[config.mk]
export PLATFORM = sky130hd
export DESIGN_NAME = button_conditioner
export DESIGN_NICKNAME = d
export VERILOG_FILES = /design/src/rtl/button_conditioner.sv
export SDC_FILE = /design/constraint.sdc
export NUM_CORES = 1
export LEC_CHECK = 0
export ABC_CLOCK_PERIOD_IN_PS = 3800
export BUFFER_PORTS_ARGS = -buffer_cell sky130_fd_sc_hd__buf_4
export CELL_PAD_IN_SITES_DETAIL_PLACEMENT = 0
export CELL_PAD_IN_SITES_GLOBAL_PLACEMENT = 2
export CORE_AREA = 2 2 95 97
export DETAILED_ROUTE_END_ITERATION = 16
export DIE_AREA = 0 0 97 99
export PLACE_DENSITY_LB_ADDON = 0.1
export SKIP_LAST_GASP = 1
export SYNTH_ARGS = -nofsm -noshare
export SYNTH_HDL_FRONTEND = slang
export SYNTH_SLANG_ARGS = --single-unit
[constraint.sdc]
create_clock -name clk -period 3.8 [get_ports clk]
set_clock_uncertainty 0.2 [all_clocks]
set_input_delay 0 -clock clk [delete_from_list [all_inputs] [get_ports clk]]
set_output_delay 0 -clock clk [all_outputs]
set_load 0.02 [all_outputs]
[src/rtl/button_conditioner.sv]
// -----------------------------------------------------------------------------
// button_conditioner
//
// Conditions one raw mechanical push-button into clean, single-cycle event
// pulses for downstream counter logic. The asynchronous pin is brought into
// the clk domain with a two-flop synchroniser. It is then debounced with a
// mismatch counter. Press, release and auto-repeat events are generated by a
// small FSM.
//
// "repeat" and "release" are SystemVerilog keywords, so those two event ports
// are named repeat_pulse and release_pulse.
//
// Parameters
//   DEBOUNCE_CYCLES       consecutive mismatch cycles before level_out flips (>= 2)
//   REPEAT_EN             1: auto-repeat enabled, 0: repeat_pulse never asserts
//   REPEAT_DELAY_CYCLES   cycles from the press pulse to the first repeat (>= 2)
//   REPEAT_PERIOD_CYCLES  cycles between successive repeat pulses (>= 2)
//
// Ports
//   clk            in   system clock
//   reset          in   asynchronous, active-high reset (clears every flop)
//   button_in      in   raw pin, asynchronous, active-high, may bounce
//   level_out      out  debounced button level
//   push           out  1-cycle pulse on each debounced press and each auto-repeat
//   repeat_pulse   out  1-cycle pulse, together with push, for auto-repeat only
//   release_pulse  out  1-cycle pulse on each debounced release
// -----------------------------------------------------------------------------
module button_conditioner #(
  parameter int DEBOUNCE_CYCLES      = 50000,
  parameter bit REPEAT_EN            = 1'b1,
  parameter int REPEAT_DELAY_CYCLES  = 25000000,
  parameter int REPEAT_PERIOD_CYCLES = 5000000
) (
  input  logic clk,
  input  logic reset,
  input  logic button_in,
  output logic level_out,
  output logic push,
  output logic repeat_pulse,
  output logic release_pulse
);

  localparam int DCW  = (DEBOUNCE_CYCLES > 2) ? $clog2(DEBOUNCE_CYCLES) : 1;
  localparam int RMAX = (REPEAT_DELAY_CYCLES > REPEAT_PERIOD_CYCLES) ?
                        REPEAT_DELAY_CYCLES : REPEAT_PERIOD_CYCLES;
  localparam int RCW  = (RMAX > 2) ? $clog2(RMAX) : 1;

  localparam logic [DCW-1:0] DB_LAST  = DCW'(DEBOUNCE_CYCLES - 1);
  localparam logic [RCW-1:0] DLY_LAST = RCW'(REPEAT_DELAY_CYCLES - 1);
  localparam logic [RCW-1:0] PER_LAST = RCW'(REPEAT_PERIOD_CYCLES - 1);

  typedef enum logic [1:0] {
    IDLE      = 2'd0,
    HELD      = 2'd1,
    REPEATING = 2'd2
  } state_t;

  logic           button_r;
  logic           button_rr;
  logic [DCW-1:0] db_cnt;
  logic           mismatch;
  logic           db_done;
  logic           rise;
  logic           fall;
  state_t         state;
  logic [RCW-1:0] rcnt;

  // ---- Stage: two-flop synchroniser; only button_rr is used downstream ----
  always_ff @(posedge clk or posedge reset) begin
    if (reset) begin
      button_r  <= 1'b0;
      button_rr <= 1'b0;
    end else begin
      button_r  <= button_in;
      button_rr <= button_r;
    end
  end

  // ---- Stage: debounce -----------------------------------------------------
  // The counter tracks how many consecutive cycles the synchronised pin has
  // disagreed with the debounced level. Any agreement restarts the count, so
  // a glitch shorter than DEBOUNCE_CYCLES never reaches level_out.
  assign mismatch = (button_rr != level_out);
  assign db_done  = mismatch && (db_cnt == DB_LAST);

  // Edge events are decoded from the flip about to happen. This lets the FSM
  // register push/release on the same edge at which level_out changes.
  assign rise = db_done && !level_out;
  assign fall = db_done &&  level_out;

  always_ff @(posedge clk or posedge reset) begin
    if (reset) begin
      db_cnt    <= '0;
      level_out <= 1'b0;
    end else if (!mismatch) begin
      db_cnt    <= '0;
    end else if (db_done) begin
      db_cnt    <= '0;
      level_out <= ~level_out;
    end else begin
      db_cnt    <= db_cnt + 1'b1;
    end
  end

  // ---- Stage: event FSM with registered pulse outputs -----------------------
  // Pulses default low every cycle, so none can last longer than one cycle.
  // In HELD and REPEATING the release check is tested first. A release that
  // lands on a repeat terminal count therefore suppresses that repeat.
  always_ff @(posedge clk or posedge reset) begin
    if (reset) begin
      state         <= IDLE;
      rcnt          <= '0;
      push          <= 1'b0;
      repeat_pulse  <= 1'b0;
      release_pulse <= 1'b0;
    end else begin
      push          <= 1'b0;
      repeat_pulse  <= 1'b0;
      release_pulse <= 1'b0;
      case (state)
        IDLE: begin
          rcnt <= '0;
          if (rise) begin
            state <= HELD;
            push  <= 1'b1;
          end
        end
        HELD: begin
          if (fall) begin
            state         <= IDLE;
            release_pulse <= 1'b1;
            rcnt          <= '0;
          end else if (!REPEAT_EN) begin
            rcnt <= '0;
          end else if (rcnt == DLY_LAST) begin
            state        <= REPEATING;
            push         <= 1'b1;
            repeat_pulse <= 1'b1;
            rcnt         <= '0;
          end else begin
            rcnt <= rcnt + 1'b1;
          end
        end
        REPEATING: begin
          if (fall) begin
            state         <= IDLE;
            release_pulse <= 1'b1;
            rcnt          <= '0;
          end else if (rcnt == PER_LAST) begin
            push         <= 1'b1;
            repeat_pulse <= 1'b1;
            rcnt         <= '0;
          end else begin
            rcnt <= rcnt + 1'b1;
          end
        end
        default: begin
          state <= IDLE;
          rcnt  <= '0;
        end
      endcase
    end
  end

endmodule

# [Yosys cells after proc, flatten, opt, wreduce, memory -nomap -nowiden]
# Index checks and enable logic that the tools add are counted.
[classes] n_addsub=2 n_eq_ne=9 n_mux=21 bitwise_logic=1 n_reduce_logical=8
[op_table] cell="25-bit two-way mux" n=4
[op_table] cell="25-bit case mux with 2 select lines" n=1
[op_table] cell="16-bit two-way mux" n=2
[op_table] cell="25-bit by 1-bit adder with 25-bit output, second input constant" n=1
[op_table] cell="25-bit by 23-bit equality test with 1-bit output, second input constant" n=1
[op_table] cell="25-bit equality test, second input constant" n=1
[op_table] cell="16-bit by 1-bit adder with 16-bit output, second input constant" n=1
[op_table] cell="16-bit equality test, second input constant" n=1
[op_table] cell="2-bit two-way mux" n=4
[op_table] cell="1-bit two-way mux" n=7
[op_table] cell="2-bit case mux with 3 select lines" n=1
[op_table] cell="2-bit inequality test, second input constant" n=2
[op_table] cell="1-bit logical AND" n=3
[op_table] cell="3-bit inequality test, second input constant" n=1
[op_table] cell="1-bit case mux with 3 select lines" n=1
[op_table] cell="3-bit AND reduction" n=1
[op_table] cell="2-bit by 1-bit equality test with 1-bit output, second input constant" n=1
[op_table] cell="2-bit equality test, second input constant" n=1
[op_table] cell="2-bit zero test" n=1
[op_table] cell="1-bit case mux with 2 select lines" n=1
[op_table] cell="2-bit AND reduction" n=1
[op_table] cell="2-bit OR reduction" n=1
[op_table] cell="1-bit zero test" n=1
[op_table] cell="1-bit inequality test" n=1
[op_table] cell="1-bit inverter" n=1
[word_totals] reg_bits=49 output_inout_bits=4

# [Logic depth before layout (Yosys ltp)]
# Gate-level depths: netlist of run 1.
[logic_depth] ltp_word=5 mapped_depth=8

# [Worst setup path after synthesis of run 1]
# OpenSTA, ideal clock, no wires.
[synth_timing] kind="register to register" start="register db_cnt[4]" end="register state[1]" setup_time_ps=87 t_arrival_ps=1888 path_slack_ps=1625 stages_incl_launch_ff=6 synth_period_minus_slack_ps=2175 cell_sequence="dfrtp_1 > or4b_4 > nor4_4 > nand3_1 > a2111o_1 > a211oi_2"
[synth_between] elab_chain_cells=5
[synth_lines] item="start: declaration" line_no="60" rtl="logic [DCW-1:0] db_cnt;"
[synth_lines] item="start signal: assignment" line_no="101" rtl="db_cnt <= db_cnt + 1'b1;"
[synth_lines] item="16-bit equality test (*)" line_no="84" rtl="assign db_done = mismatch && (db_cnt == DB_LAST);"
[synth_lines] item="1-bit logical AND (*)" line_no="84"
[synth_lines] item="1-bit logical AND, on equally long branches" line_no="89, 88"
[synth_lines] item="3-bit inequality test (no line) (tied with other cells)"
[synth_lines] item="3-bit AND reduction (no line) / 2-bit case mux with 3 select lines (equally long branches)"
[synth_lines] item="end signal: assignment" line_no="111" rtl="state <= IDLE;"
[synth_lines] item="end signal: assignment" line_no="124" rtl="state <= HELD;"
[synth_lines] item="end signal: assignment" line_no="130" rtl="state <= IDLE;"
[synth_lines] item="end: declaration" line_no="65" rtl="state_t state;"
# Every way passes the cells marked *; elsewhere a longest branch is shown, timed or not.
# A chain may end at the register's enable or synchronous reset.

# [Worst setup path after layout of run 1]
[layout_timing] start="register db_cnt[7]" end="register rcnt[14]"
[layout_between] elab_chain_cells=5
[layout_lines] item="16-bit equality test (*)" line_no="84"
[layout_lines] item="1-bit logical AND (*)" line_no="84"
[layout_lines] item="1-bit logical AND (*)" line_no="89" rtl="assign fall = db_done && level_out;"
[layout_lines] item="25-bit two-way mux, on equally long branches" line_no="145, 129"
[layout_lines] item="25-bit case mux with 2 select lines (*)" line_no="120" rtl="case (state)"
[layout_lines] item="end signal: assignment" line_no="141" rtl="rcnt <= rcnt + 1'b1;"
[layout_lines] item="end signal: assignment" line_no="154" rtl="rcnt <= rcnt + 1'b1;"
[layout_lines] item="end: declaration" line_no="66" rtl="logic [RCW-1:0] rcnt;"
# Marked as above.

==> impl_metrics.toml, run 1 <==
[critical_path]
criticalPathCategory = "register to register"
crit_family = "simple AND/OR/NAND/NOR gates"
crit_buf_inv = 0
cp_slowest_stage_delay_ns = 0.55
critPathMaxFanout = 25
r2r_slack_ns = 1.21
crit_path_cell_trace = "or4b_4 -> nor4_4 -> nor3b_2 -> a211o_2 -> nor2_1"
rr_worst_depth = 5
cpMaxStageDelayCell = "or4b_4"
cp.depth = 5
worstPathRequired_ns = 3.78
cp-end-kind = "register"
worst_setup_path_start_kind = "register"
cp.arrival_ns = 2.57

[clocking]
cts_tree = "yes"
postCtsSetupBuffers = 0
clk_path_buf_depth = 2
cts_root_buffer = "clkbuf_8"
insertion_delay_ns = 0.31
cts_buffers = 5
cts.clk_slew.worst_paths_ns = 0.10
htreeDepth = 2
clkSinkCount = 49

[sta]
relSlewSlack_pct = 65.5
worst_slack_ns = 1.21
fin_crit_ns = 2.59
whs_ns = 0.0608
period_share_pct = 68.1
rsz0062_at_grt = "no"
drv_slew = 0
tightest_slew_ns = 0.516
fmax_mhz = 386
hold_violations = 0
setup_viol = 0
setup_tns_ns = 0

[grt]
grt_start_max_net_pins = 29
antenna_found_initial = 0
grt_use_total_pct = 12.4
grt_pass1_wl_mm = 9.62
grt-ovfl-total = 0
grt_pass1_vias = 1894

[yosys]
netlist_instances = 251
ys_warn_count = 0
syn_area_per_cell_sq_um = 9.97
synth.distinct_cells = 39
yosysSeqAreaShare_pct = 49.0
ys_ff_latch = 49
synth_area_sq_um = 2500
syn_nets = 260

[drt]
drc = 0
via_per_inst = 4.80
drtAntennaViolNets = 0
drt-total-wl_mm = 5.49
drt_iter0_drc = 48
wl_per_cell_um = 14.8
num_vias = 1782
drt_first_pass_iters = 4

[status]
run_status = "complete, no violations"

[final_layout]
nNetsFinal = 271
drive_above_1_share_pct = 10.3
final_cell_mix = "dfrtp_1 (49), nor2_1 (43), xor2_1 (29)"
fillers = 888
post-route-util_pct = 33.0
area_growth_pct = 12.9
diodes = 0
final_common_cell = "dfrtp_1"
design_area_sq_um = 2830

[floorplan]
dieArea_sq_um = 9600
row_count = 34
fp.coreArea_sq_um = 8550
ios = 7
start_util_pct = 29.3
fp.dieH_um = 99
fp.dieW_um = 97

[place]
gp_congestion = 0.683
dpl_cell_area_sq_um = 2670
port_buffers = 6
pre_cts_slack_ns = 1.16
dp_hpwl_mm = 3.76

[job]
drv_cap = 0

[power]
ir_worst_vdd_v = 0.000144
power_density_nw_per_um2 = 354
cellLeakagePower_nw = 1.17

[min_path]
hp-class = "primary input to async pin"
[tightest hold or removal path, delay by kind of cell]
kind,cells,cell delay [ns]
buffers and inverters,3,1.01
[layout make-up]
cell class                      count  area, sq um  share of cell area (%)
Clock buffer                        5         68.8                    2.44
Clock inverter                      3         65.1                    2.30
Inverter                            8         30.0                    1.06
Multi-Input combinational cell    188         1220                    43.2
Sequential cell                    49         1230                    43.4
Tap cell                          108          135                    4.78
Timing Repair Buffer               10         80.1                    2.83
[through the flow]
step | total power [mW] | cells
after floorplan | 0.551 | 251
after global placement | 0.560 | 361
after detailed placement | 0.560 | 361
after CTS | 1.02 | 371
after global routing | 1.04 | 371
final | 0.999 | 371
[repair_timing]
action / CTS / global route
resized for setup: 0 / 0
hold buffers: 2 / 0
setup endpoints to repair: 0 / 0
endpoints found under the hold margin: 22 / 0
[report_power, final]
group | switching (mW) | total [mW] | leakage (nW) | internal (mW)
Clock | 0.187 | 0.449 | 0.0681 | 0.262
Combinational | 0.0159 | 0.0222 | 0.428 | 0.00630
Sequential | 0.00333 | 0.528 | 0.678 | 0.525
Total | 0.206 | 0.999 | 1.17 | 0.793
[final timing paths]
kind | end | from
setup reg to reg | rcnt[14] | db_cnt[7]
setup / recovery | rcnt[14] | db_cnt[7]
max in group asynchronous | rcnt[12] | reset
hold / removal | db_cnt[15] | reset
min in group clk | button_r | button_in
hold reg to reg | button_rr | button_r
[registers in the layout (all words and copies together) (netlist names)]
| register | count |
|---|---|
| state | 2 |
| level_out | 1 |
| rcnt | 25 |
| repeat_pulse | 1 |
| push | 1 |
| db_cnt | 16 |
| button_rr | 1 |
| button_r | 1 |
| release_pulse | 1 |
[synth_stat cells]
library cell | count | area share (%)
a2111o_1 | 1 | 0.45
a211o_2 | 1 | 0.40
a211oi_1 | 1 | 0.30
a211oi_2 | 1 | 0.50
a21boi_1 | 1 | 0.30
a21oi_1 | 3 | 0.60
a221o_1 | 1 | 0.40
and2_1 | 6 | 1.5
and3_1 | 7 | 1.7
and3_2 | 1 | 0.30
and4_1 | 5 | 1.7
and4_2 | 1 | 0.40
buf_2 | 3 | 0.60
clkbuf_1 | 3 | 0.45
dfrtp_1 | 49 | 49
ha_1 | 6 | 3.0
inv_1 | 8 | 1.2
nand2_1 | 21 | 3.2
nand3_1 | 11 | 2.2
nand4_1 | 13 | 3.3
nand4b_1 | 2 | 0.70
nand4bb_1 | 2 | 0.90
nor2_1 | 43 | 6.4
nor3_1 | 2 | 0.40
nor3b_1 | 1 | 0.30
nor3b_2 | 1 | 0.50
nor4_1 | 2 | 0.50
nor4_4 | 1 | 0.85
nor4bb_1 | 3 | 1.2
o21ai_0 | 6 | 1.2
o21ba_2 | 1 | 0.40
o311ai_1 | 1 | 0.35
or2_2 | 2 | 0.50
or2b_1 | 1 | 0.30
or3_1 | 2 | 0.50
or4_1 | 1 | 0.30
or4b_4 | 1 | 0.55
xnor2_1 | 7 | 2.5
xor2_1 | 29 | 10
[routing by layer]
layer  wire, um  up-vias  track usage, %
li1           -      885               -
met1       2810      870            16.9
met2       2440       19            19.7
met3        138        8            2.48
met4         97        0            4.44
met5          0        -               0
[kinds of logic (layout without fill, tap and decap cells)]
| kind of cell | count (synthesis) | in the layout | share of synthesized area (%) |
|---|---|---|---|
| simple gates | 129 | 129 | 28.3 |
| flops | 49 | 49 | 49.0 |
| xor+xnor | 36 | 36 | 12.6 |
| compound gates | 17 | 17 | 4.90 |
| buf+inv | 14 | 26 | 2.25 |
| fa+ha+maj | 6 | 6 | 3.00 |
No activity file was read; power rests on OpenSTA's default activity.
==> inputs of run 2 (changes only) <==
- ABC_AREA: unset -> 1
- ABC_CLOCK_PERIOD_IN_PS: 3800 -> 2550
- CORE_AREA: 2 2 95 97 -> 2 2 99 101
- DIE_AREA: 0 0 97 99 -> 0 0 101 103
- clock period: 3.8 -> 2.55 ns (I/O delays scaled with it)
==> run 2 against run 1 <==
Effect of this change: power up 27%; global-route usage up 0.61 points; worst hold slack better by 0.047 ns; die area up 8.3%; critical path depth up 3; synthesized cell count up 38%; non-clock buffer count up 1; area after synthesis up 10%; final cell count up 28%; via count up 17%; sequential power up 49%; critical path type unchanged; critical endpoint is now rcnt[3]; largest cell class is now multi-input combinational cells; largest power group unchanged.
==> impl_metrics.toml, run 2 <==
[final_layout]
regArea_sq_um = 1230
reg_top3 = "rcnt (25), db_cnt (16), state (2)"
top_register = "rcnt"
drive_above_1_share_pct = 12.5
largest_reg_flops = 25
area_growth_pct = 10.1
final_common_cell = "nand2_1"
fillers = 1045
final_cell_mix = "nand2_1 (71), nor2_1 (66), dfrtp_1 (49)"
diodes = 0
nNetsFinal = 370
multi_input_area_sq_um = 1350

[clocking]
insertion_delay_ns = 0.30
cts_resized = 0
htreeDepth = 2
cts_root_buffer = "clkbuf_8"
clk_path_buf_depth = 2
cts_tree = "yes"
cts.clk_slew.worst_paths_ns = 0.09
clkSinkCount = 49
cts_buffers = 5

[sta]
rsz0062_at_grt = "no"
tightest_slew_ns = 0.551
setup_viol = 0
setup_tns_ns = 0
relSlewSlack_pct = 63.2
whs_ns = 0.108
fmax_mhz = 490
fin_crit_ns = 2.04
hold_violations = 0
drv_slew = 0
period_share_pct = 80.0

[grt]
grt_use_total_pct = 13.0
grt_pass1_wl_mm = 10.5
antenna_found_initial = 0
grt-ovfl-total = 0
grt_pass1_vias = 2146
grt_start_max_net_pins = 28

[yosys]
ys_top_cells_by_count = "nand2_1 (71), nor2_1 (66), dfrtp_1 (49)"
syn_nets = 355
synth.distinct_cells = 30
yosysSeqAreaShare_pct = 44.4
ys_ff_latch = 49
yosys_most_used_dff = "dfrtp_1"
synthArstFlopShare_pct = 100
ys_warn_count = 0
synth.top_cell.area_share_pct = 44.4
yosysMostFrequentCell = "nand2_1"
netlist_instances = 346
syn_area_per_cell_sq_um = 7.99
ys_top_cells_by_area = "dfrtp_1 (44%), nand2_1 (9.6%), nor2_1 (9.0%)"
yosysTopAreaCell = "dfrtp_1"
synth_area_sq_um = 2760
synth_enable_flop_cells = 0

[drt]
drc = 0
drt-total-wl_mm = 6.04
via_per_inst = 4.40
wl_per_cell_um = 12.7
drt_iter0_drc = 69
num_vias = 2086
drtAntennaViolNets = 0
drt_first_pass_iters = 4

[status]
run_status = "complete, no violations"

[floorplan]
fp.dieH_um = 103
dieArea_sq_um = 10400
start_util_pct = 29.2
row_count = 36
fp.coreArea_sq_um = 9460
ios = 7
fp.dieW_um = 101

[power]
power_density_nw_per_um2 = 417
power_frac_clock_pct = 34.6
swShare_pct = 22.9
p_sw_uw = 291
power_frac_comb_pct = 3.4
p_int_uw = 977
cellLeakagePower_nw = 1.32
seqPwrFrac_pct = 62.0
ir_worst_vdd_v = 0.000186

[min_path]
hp-class = "primary input to async pin"

[critical_path]
worstPathRequired_ns = 2.52
critPathMaxFanout = 25
cp.arrival_ns = 2.01
cp-end-kind = "register"
criticalPathCategory = "register to register"
worst_setup_path_start_kind = "register"

[place]
port_buffers = 6
dp_hpwl_mm = 4.52
gp_congestion = 0.696

[job]
drv_cap = 0
[run 2: kinds of logic after synthesis]
| kind of cell | share of synthesized area, % |
|---|---|
| AO/OA/AOI/OAI | 2.67 |
| buffers and inverters | 6.75 |
| XOR/XNOR | 7.92 |
| adder cells (fa/ha/maj) | 2.72 |
| AND/OR/NAND/NOR | 35.6 |
| flip-flops | 44.4 |
[run 2: final cells by class]
cell class	count	share of cell area (%)
multi-input combinational	254	44.4
sequential	49	40.3
inverter	40	4.93
tap	114	4.69
timing repair buffer	11	3.29
clock buffer	5	2.26
clock inverter	1	0.164
[run 2: worst paths after layout]
path                       startpoint          to  slack, ns  cells after the start
max                           rcnt[0]     rcnt[3]       0.51                      8
min                             reset  db_cnt[11]       0.11                      3
max reg2reg                   rcnt[0]     rcnt[3]       0.51                      8
min reg2reg                  button_r   button_rr       0.17                      0
max in group asynchronous       reset    rcnt[11]       1.50                      4
min in group clk            button_in    button_r       0.15                      2
[run 2: critical path, stage by stage (launching register included)]
cell,delay (ns)
dfrtp_1,0.38
ha_1,0.22
nand3_1,0.20
nor2_1,0.23
nand3_1,0.12
nand3_2,0.11
nand2_2,0.07
nand2_4,0.28
nor2_1,0.08
[run 2: metal layers]
metal / global-route usage [%] / up-vias / part of all wire (%)
li1: - / 1111 / -
met1: 17.0 / 959 / 48
met2: 22.3 / 11 / 49
met3: 2.24 / 5 / 1.6
met4: 3.85 / 0 / 1.2
met5: 0 / - / 0
[run 2: stage by stage]
step / util, % / std cells / cell area (sq um) / setup slack [ns] / power [mW]
6_report: 32.2 / 474 / 3040 / 0.511 / 1.27
5_1_grt: 32.2 / 474 / 3040 / 0.314 / 1.33
4_1_cts: 32.2 / 474 / 3040 / 0.462 / 1.30
3_5_place_dp: 31.2 / 466 / 2950 / 0.475 / 0.845
3_3_place_gp: 31.2 / 466 / 2950 / 0.531 / 0.846
2_1_floorplan: - / 346 / 2760 / 0.785 / 0.828
[run 2: timing repair]
item                       in CTS  in global routing
hold endpoints to repair       50                  0
setup endpoints to repair       0                  0
hold buffers                    2                  0
setup buffers                   0                  0
[run 2: power groups by stage]
stage	combinational [mW]	clock, mW	sequential [mW]
after global placement	0.0445	0	0.802
final	0.0437	0.438	0.786
after CTS	0.0465	0.467	0.786
after floorplan	0.0271	0	0.801
after global routing	0.0516	0.494	0.787
after detailed placement	0.0436	0	0.802
